### src/rtl/if_id_skid_stage.sv
// -----------------------------------------------------------------------------
// if_id_skid_stage
//   IF->ID pipeline boundary for a multi-issue front end. Each beat carries
//   LANES (pc, inst) pairs plus a per-lane valid mask, moved with a
//   valid/ready handshake. Two beat slots (head + skid) let in_ready come
//   from registered state only, so there is no combinational path from
//   out_ready, stall or flush to in_ready. Stall freezes the stored beats.
//   Flush empties the stage. An empty stage drives all-zero payload as the
//   bubble.
//
// Ports
//   clk           rising-edge clock
//   rst           asynchronous reset, active-low
//   flush         synchronous flush, active-high; beats are dropped next cycle
//   stall         blocks output transfer; stored beats are held
//   in_valid      upstream beat valid
//   in_ready      stage can accept a beat (fewer than two beats held)
//   in_lane_vld   per-lane valid mask of the input beat
//   in_pc         input pcs, lane i at [i*DATA_W +: DATA_W]
//   in_inst       input instructions, same packing as in_pc
//   out_valid     head beat valid
//   out_ready     downstream accepts the head beat
//   out_lane_vld  lane mask of the head beat
//   out_pc        head pcs
//   out_inst      head instructions
//   occupancy     number of beats held (0..2)
// -----------------------------------------------------------------------------
module if_id_skid_stage #(
  parameter int DATA_W = 32,
  parameter int LANES  = 2
) (
  input  logic                      clk,
  input  logic                      rst,
  input  logic                      flush,
  input  logic                      stall,
  input  logic                      in_valid,
  output logic                      in_ready,
  input  logic [LANES-1:0]          in_lane_vld,
  input  logic [LANES*DATA_W-1:0]   in_pc,
  input  logic [LANES*DATA_W-1:0]   in_inst,
  output logic                      out_valid,
  input  logic                      out_ready,
  output logic [LANES-1:0]          out_lane_vld,
  output logic [LANES*DATA_W-1:0]   out_pc,
  output logic [LANES*DATA_W-1:0]   out_inst,
  output logic [1:0]                occupancy
);

  localparam int W = LANES * DATA_W;

  typedef enum logic [1:0] {
    EMPTY = 2'd0,
    ONE   = 2'd1,
    FULL  = 2'd2
  } state_t;

  state_t state_q, state_d;

  logic [LANES-1:0] head_mask_q, head_mask_d, skid_mask_q, skid_mask_d;
  logic [W-1:0]     head_pc_q,   head_pc_d,   skid_pc_q,   skid_pc_d;
  logic [W-1:0]     head_inst_q, head_inst_d, skid_inst_q, skid_inst_d;

  logic [W-1:0]     cap_pc, cap_inst;
  logic             push, pop;

  assign in_ready  = (state_q != FULL);
  assign out_valid = (state_q != EMPTY);
  assign occupancy = state_q;

  assign push = in_valid & in_ready;
  assign pop  = out_valid & out_ready & ~stall;

  // Invalid lanes are captured as zero so downstream never sees stale words.
  always_comb begin
    cap_pc   = '0;
    cap_inst = '0;
    for (int unsigned i = 0; i < LANES; i++) begin
      if (in_lane_vld[i]) begin
        cap_pc[i*DATA_W +: DATA_W]   = in_pc[i*DATA_W +: DATA_W];
        cap_inst[i*DATA_W +: DATA_W] = in_inst[i*DATA_W +: DATA_W];
      end
    end
  end

  always_comb begin
    state_d     = state_q;
    head_mask_d = head_mask_q;
    head_pc_d   = head_pc_q;
    head_inst_d = head_inst_q;
    skid_mask_d = skid_mask_q;
    skid_pc_d   = skid_pc_q;
    skid_inst_d = skid_inst_q;

    if (flush) begin
      state_d     = EMPTY;
      head_mask_d = '0;
      head_pc_d   = '0;
      head_inst_d = '0;
      skid_mask_d = '0;
      skid_pc_d   = '0;
      skid_inst_d = '0;
    end else begin
      unique case (state_q)
        EMPTY: begin
          if (push) begin
            state_d     = ONE;
            head_mask_d = in_lane_vld;
            head_pc_d   = cap_pc;
            head_inst_d = cap_inst;
          end
        end
        ONE: begin
          if (push && pop) begin
            head_mask_d = in_lane_vld;
            head_pc_d   = cap_pc;
            head_inst_d = cap_inst;
          end else if (push) begin
            state_d     = FULL;
            skid_mask_d = in_lane_vld;
            skid_pc_d   = cap_pc;
            skid_inst_d = cap_inst;
          end else if (pop) begin
            state_d = EMPTY;
          end
        end
        FULL: begin
          // in_ready is low here, so only a pop can happen.
          if (pop) begin
            state_d     = ONE;
            head_mask_d = skid_mask_q;
            head_pc_d   = skid_pc_q;
            head_inst_d = skid_inst_q;
          end
        end
        default: state_d = EMPTY;
      endcase
    end
  end

  always_ff @(posedge clk or negedge rst) begin
    if (!rst) begin
      state_q     <= EMPTY;
      head_mask_q <= '0;
      head_pc_q   <= '0;
      head_inst_q <= '0;
      skid_mask_q <= '0;
      skid_pc_q   <= '0;
      skid_inst_q <= '0;
    end else begin
      state_q     <= state_d;
      head_mask_q <= head_mask_d;
      head_pc_q   <= head_pc_d;
      head_inst_q <= head_inst_d;
      skid_mask_q <= skid_mask_d;
      skid_pc_q   <= skid_pc_d;
      skid_inst_q <= skid_inst_d;
    end
  end

  // Head registers keep their last contents after a pop; gate to the bubble.
  assign out_lane_vld = out_valid ? head_mask_q : '0;
  assign out_pc       = out_valid ? head_pc_q   : '0;
  assign out_inst     = out_valid ? head_inst_q : '0;

endmodule

### config.mk
export PLATFORM = sky130hd
export DESIGN_NAME = if_id_skid_stage
export DESIGN_NICKNAME = d
export VERILOG_FILES = /design/src/rtl/if_id_skid_stage.sv
export SDC_FILE = /design/constraint.sdc
export NUM_CORES = 1
export LEC_CHECK = 0
export ABC_AREA = 1
export ABC_CLOCK_PERIOD_IN_PS = 1540
export CAP_MARGIN = 0
export CORE_AREA = 2 2 230 232
export CTS_CLUSTER_DIAMETER = 40
export CTS_CLUSTER_SIZE = 30
export DETAILED_ROUTE_END_ITERATION = 12
export DIE_AREA = 0 0 232 234
export GPL_TIMING_DRIVEN = 0
export PLACE_DENSITY = 0.46
export REMOVE_ABC_BUFFERS = 1
export SLEW_MARGIN = 20
export SYNTH_ARGS = -nofsm -noshare
export SYNTH_HDL_FRONTEND = slang
export SYNTH_SLANG_ARGS = --single-unit
### constraint.sdc
create_clock -name clk -period 1.54 [get_ports clk]
set_clock_uncertainty 0.15 [all_clocks]
set_input_delay 0.308 -clock clk [delete_from_list [all_inputs] [get_ports clk]]
set_output_delay 0.308 -clock clk [all_outputs]
set_load 0.1 [all_outputs]
# [Word-level counts from Yosys, hierarchy flattened]
# Cells that the tools add are included.
[word_totals] memories=0 ram_bits=0 regBits=262 out_inout_bits=134 elab_cells=67 rom_bits=0 latchBits=0
[classes] order_cmp=0 n_reduce_logical=9 n_mux=38 bitwise=4 mul=0 eq_ne=9 n_div=0 add_sub_neg=0 n_shift=0
[op_table] op="two-way mux 64 bit" n=16
[op_table] op="case mux 64 bit (3 select lines)" n=2
[op_table] op="two-way mux 32 bit" n=4
[op_table] op="two-way mux 2 bit" n=14
[op_table] op="inequality test 3 bit (second input constant)" n=4
[op_table] op="case mux 2 bit (3 select lines)" n=2
[op_table] op="AND reduction 4 bit" n=2
[op_table] op="nonzero test 2 bit" n=3
[op_table] op="inequality test 2 bit (second input constant)" n=2
[op_table] op="inequality test 4 bit (second input constant)" n=1
[op_table] op="nonzero test 4 bit" n=1
[op_table] op="bitwise AND 1 bit" n=3
[op_table] op="AND reduction 3 bit" n=1
[op_table] op="== test 2 x 1 -> 1 bit (second input constant)" n=1
[op_table] op="== test 2 bit (second input constant)" n=1
[op_table] op="logical NOT 2 bit" n=1
[op_table] op="logical AND 1 bit" n=1
[op_table] op="NOT 1 bit" n=1

# [Logic depth before layout (Yosys ltp)]
[logic_depth] ltp_word=8 ltp_mapped=10 depth_no_buf=8

# [Worst setup path after synthesis]
# Ideal clock, no wire load.
[synth_timing] path_kind="register -> output" start="register state_q[0], in the netlist occupancy[0]" end="output port out_inst[0]" slack_ns=-1.838 arrival_time_ns=2.920 path_stages_with_launch=5 cell_sequence="dfrtp_1 -> nor2_1 -> clkbuf_1 -> clkbuf_1 -> nor2_1"
[synth_between] elab_chain_cells=2
[synth_rtl] item="from (decl)" line="57" rtl="state_t state_q, state_d;"
[synth_rtl] item="from (signal assigned)" line="150" rtl="state_q <= state_d;"
[synth_rtl] item="nonzero test 2 bit" line="67" rtl="assign out_valid = (state_q != EMPTY);"
[synth_rtl] item="two-way mux 64 bit" line="163" rtl="assign out_inst = out_valid ? head_inst_q : '0;"
[synth_rtl] item="to (decl)" line="45" rtl="output logic [LANES*DATA_W-1:0] out_inst,"
# Every way passes these cells.

# [Final worst setup path]
[layout_timing] start="register state_q[0], in the netlist occupancy[0]" end="output port out_inst[49]"
# The elaborated chain is that of the path after synthesis.

==> results.json <==
{
  "postLayoutSetupSlackWorst_ns": -1.02,
  "reg2reg_slack_ns": -0.88,
  "clockBufferDepth": 3,
  "drv_slew": 0,
  "wl_per_cell_um": 20.0,
  "ys_types": 19,
  "worstReg2RegStart": "occupancy[1]",
  "diodes": 0,
  "synth_seq_area_share_pct": 51.0,
  "h-tree-depth": 2,
  "synth.largest_area_cell": "dfrtp_1",
  "seqPwrFrac_pct": 27.4,
  "nets": 2294,
  "rr_worst_depth": 15,
  "grt_util_all_layers_pct": 19.5,
  "grt_first_pass_wirelength_um": 81200,
  "rows": 84,
  "cts_tree": "built",
  "dr_total_vias": 13500,
  "avgSynthCellArea_sq_um": 7.16,
  "die_area_sq_mm": 0.0543,
  "tightest_slew_ns": 1.01,
  "worst_ep_required_time_ns": 1.08,
  "drt_wl_total_um": 57800,
  "grt_pass1_vias": 13200,
  "gr-total-overflow": 0,
  "violations": "negative hold slack, negative setup slack",
  "drt_iter0_drc": 1014,
  "slew_headroom_pct": 32.7,
  "pwr-share-comb_pct": 30.0,
  "timing.final.crit_share_pct": 166,
  "finalPower_uw": 29000,
  "run_status": "finished with violations",
  "place_inst": 2656,
  "netSwitchingPower_uw": 10000,
  "clock_latency_ns": 0.60,
  "initial_core_util_pct": 24.7,
  "reg2reg_to": "head_pc_q[61]",
  "pwr_density_cell_mw_per_mm2": 1340,
  "cts_sinks": 262,
  "portBuffers": 269,
  "layout_commonest_cell": "nand2_1",
  "stdcell_count": 2894,
  "area_growth_pct": 68.4,
  "synth_seq_cells": 262,
  "die_h_um": 234,
  "ys_warn_count": 0,
  "crit_type": "reg -> out",
  "synth.top_cells.by_area": "dfrtp_1 51%, nand2_1 21%, nand3_1 7.3%",
  "cts_root_buf": "clkbuf_16",
  "drc": 0,
  "ios": 270,
  "dp_hpwl_um": 26800,
  "grt_start_max_net_pins": 91,
  "clkPwrFrac_pct": 42.6,
  "rsz0062_at_grt": "true",
  "final_cell_mix": "576 x nand2_1, 260 x dfrtp_1, 184 x nand3_1, 179 x nor2_1, 137 x inv_1",
  "finalSetupTns_ns": -295.38,
  "ant_nets": 0,
  "hold_path_class": "in -> async",
  "arrival_ns": 2.10,
  "antenna_found_initial": 2,
  "core_sq_mm": 0.0520,
  "hold_viol": 163,
  "worstSetupEndpointType": "output pin",
  "vias_per_cell": 4.67,
  "dr.pass1.iters": 5,
  "crit_fanout": 7,
  "place_congestion": 0.723,
  "setup_viol": 396,
  "fin_crit_ns": 2.56,
  "swShare_pct": 34.6,
  "numCtsBuffers": 57,
  "syn-cell-area_sq_mm": 0.0128,
  "whs_ns": -0.502,
  "drv_cap": 0,
  "synth_top_cell_area_share_pct": 51.0,
  "chipWidth_um": 232,
  "cp-start-kind": "flop",
  "clock.fmax_mhz": 391,
  "syn_inst": 1794,
  "ir_drop_v": 0.000810,
  "power.leakage_uw": 0.0107,
  "power.internal_uw": 19000,
  "clk_pin_slew_worst_paths_ns": 0.05,
  "drive_gt1_share_pct": 26.1
}
## how the worst max path moves through the flow
stage / start / end / slack, ns / depth (start not counted)
3_5_place_dp: flush / head_inst_q[25] / -2.84 / 14
6_report: occupancy[0] / out_inst[49] / -1.02 / 6
4_1_cts: occupancy[0] / out_pc[38] / -1.06 / 5
5_1_grt: occupancy[0] / out_pc[17] / -1.08 / 7
3_3_place_gp: rst / head_pc_q[57] / -12.75 / 1
2_1_floorplan: occupancy[0] / out_inst[0] / -6.08 / 2
## sequential cells by signal, indices dropped and copies added, names as in the netlist
name / cells
head_mask_q: 2
occupancy: 2
skid_inst_q: 64
skid_mask_q: 2
head_inst_q: 64
head_pc_q: 64
skid_pc_q: 64
## critical path, cell delays in order, from the launching register on
cell and delay, ns:
dfrtp_2 0.44, buf_12 0.14, nor2_4 0.06, clkbuf_16 0.18, buf_12 0.15, nor2_1 0.23, buf_6 0.27
## cells in the mapped netlist
library cell    n
buf_4           2
dfrtp_1       262
clkbuf_1       45
inv_2           6
inv_1         139
nand2_2         1
o21ai_2         1
a21oi_1        73
buf_2          70
nor2_4          1
a31oi_1         1
o21ai_1        74
nor2_1        215
nand2_1       703
nand3_1       187
o21ai_0         4
buf_1           8
nor2_2          1
clkinv_1        1
## repair_timing
action | 4_1_cts | 5_1_grt
resized for setup | 1029 | 195
gates cloned | 32 | 24
hold endpoints to repair | 175 | 113
pin swaps | 62 | 5
setup buffers | 50 | 23
setup endpoints to repair | 396 | 396
## metal layers
| layer | wire (um) | up-vias | GRT usage [%] | share of wire [%] |
|---|---|---|---|---|
| met5 | 28 | - | 0 | 0.048 |
| met4 | 1260 | 4 | 5.69 | 2.2 |
| met3 | 3620 | 91 | 3.70 | 6.3 |
| met2 | 26500 | 447 | 31.2 | 46 |
| met1 | 26500 | 6666 | 26.8 | 46 |
| li1 | - | 6312 | - | - |
## metrics by stage
step / setup slack (ns) / util [%] / instance area (sq um)
3_5_place_dp: -2.84 / 32.1 / 16700
2_1_floorplan: -6.08 / - / 12300
3_3_place_gp: -12.75 / 30.4 / 15800
4_1_cts: -1.06 / 39.4 / 20500
5_1_grt: -1.08 / 41.6 / 21600
6_report: -1.02 / 41.6 / 21600
## power by group through the flow
stage	Combinational, uW	Clock [uW]	Sequential, uW
floorplan	3620	0	7950
global placement	4970	0	7960
detailed placement	6120	0	7980
CTS	7810	12600	7950
global route	9190	13000	8040
finish	8690	12400	7960
## kinds of logic (layout without fill, tap and decap cells)
| kind of cell | count (synthesis) | in the layout | synth area share [%] |
|---|---|---|---|
| AOI/OAI and AO/OA | 153 | 153 | 6.00 |
| buffers and inverters | 271 | 673 | 8.66 |
| DFF | 262 | 262 | 51.0 |
| and+or+nand+nor | 1108 | 1118 | 34.3 |
## area by class of cell
type                            instances  area [sq um]
Sequential cell                       262          6560
Inverter                              146           594
Fill cell                            5198         30400
Timing Repair inverter                  4          45.0
Multi-Input combinational cell       1271          5910
Clock inverter                         28           313
Tap cell                              688           861
Timing Repair Buffer                  416          5680
Clock buffer                           79          1660
Note: power is estimated with default switching activity, not from simulation.
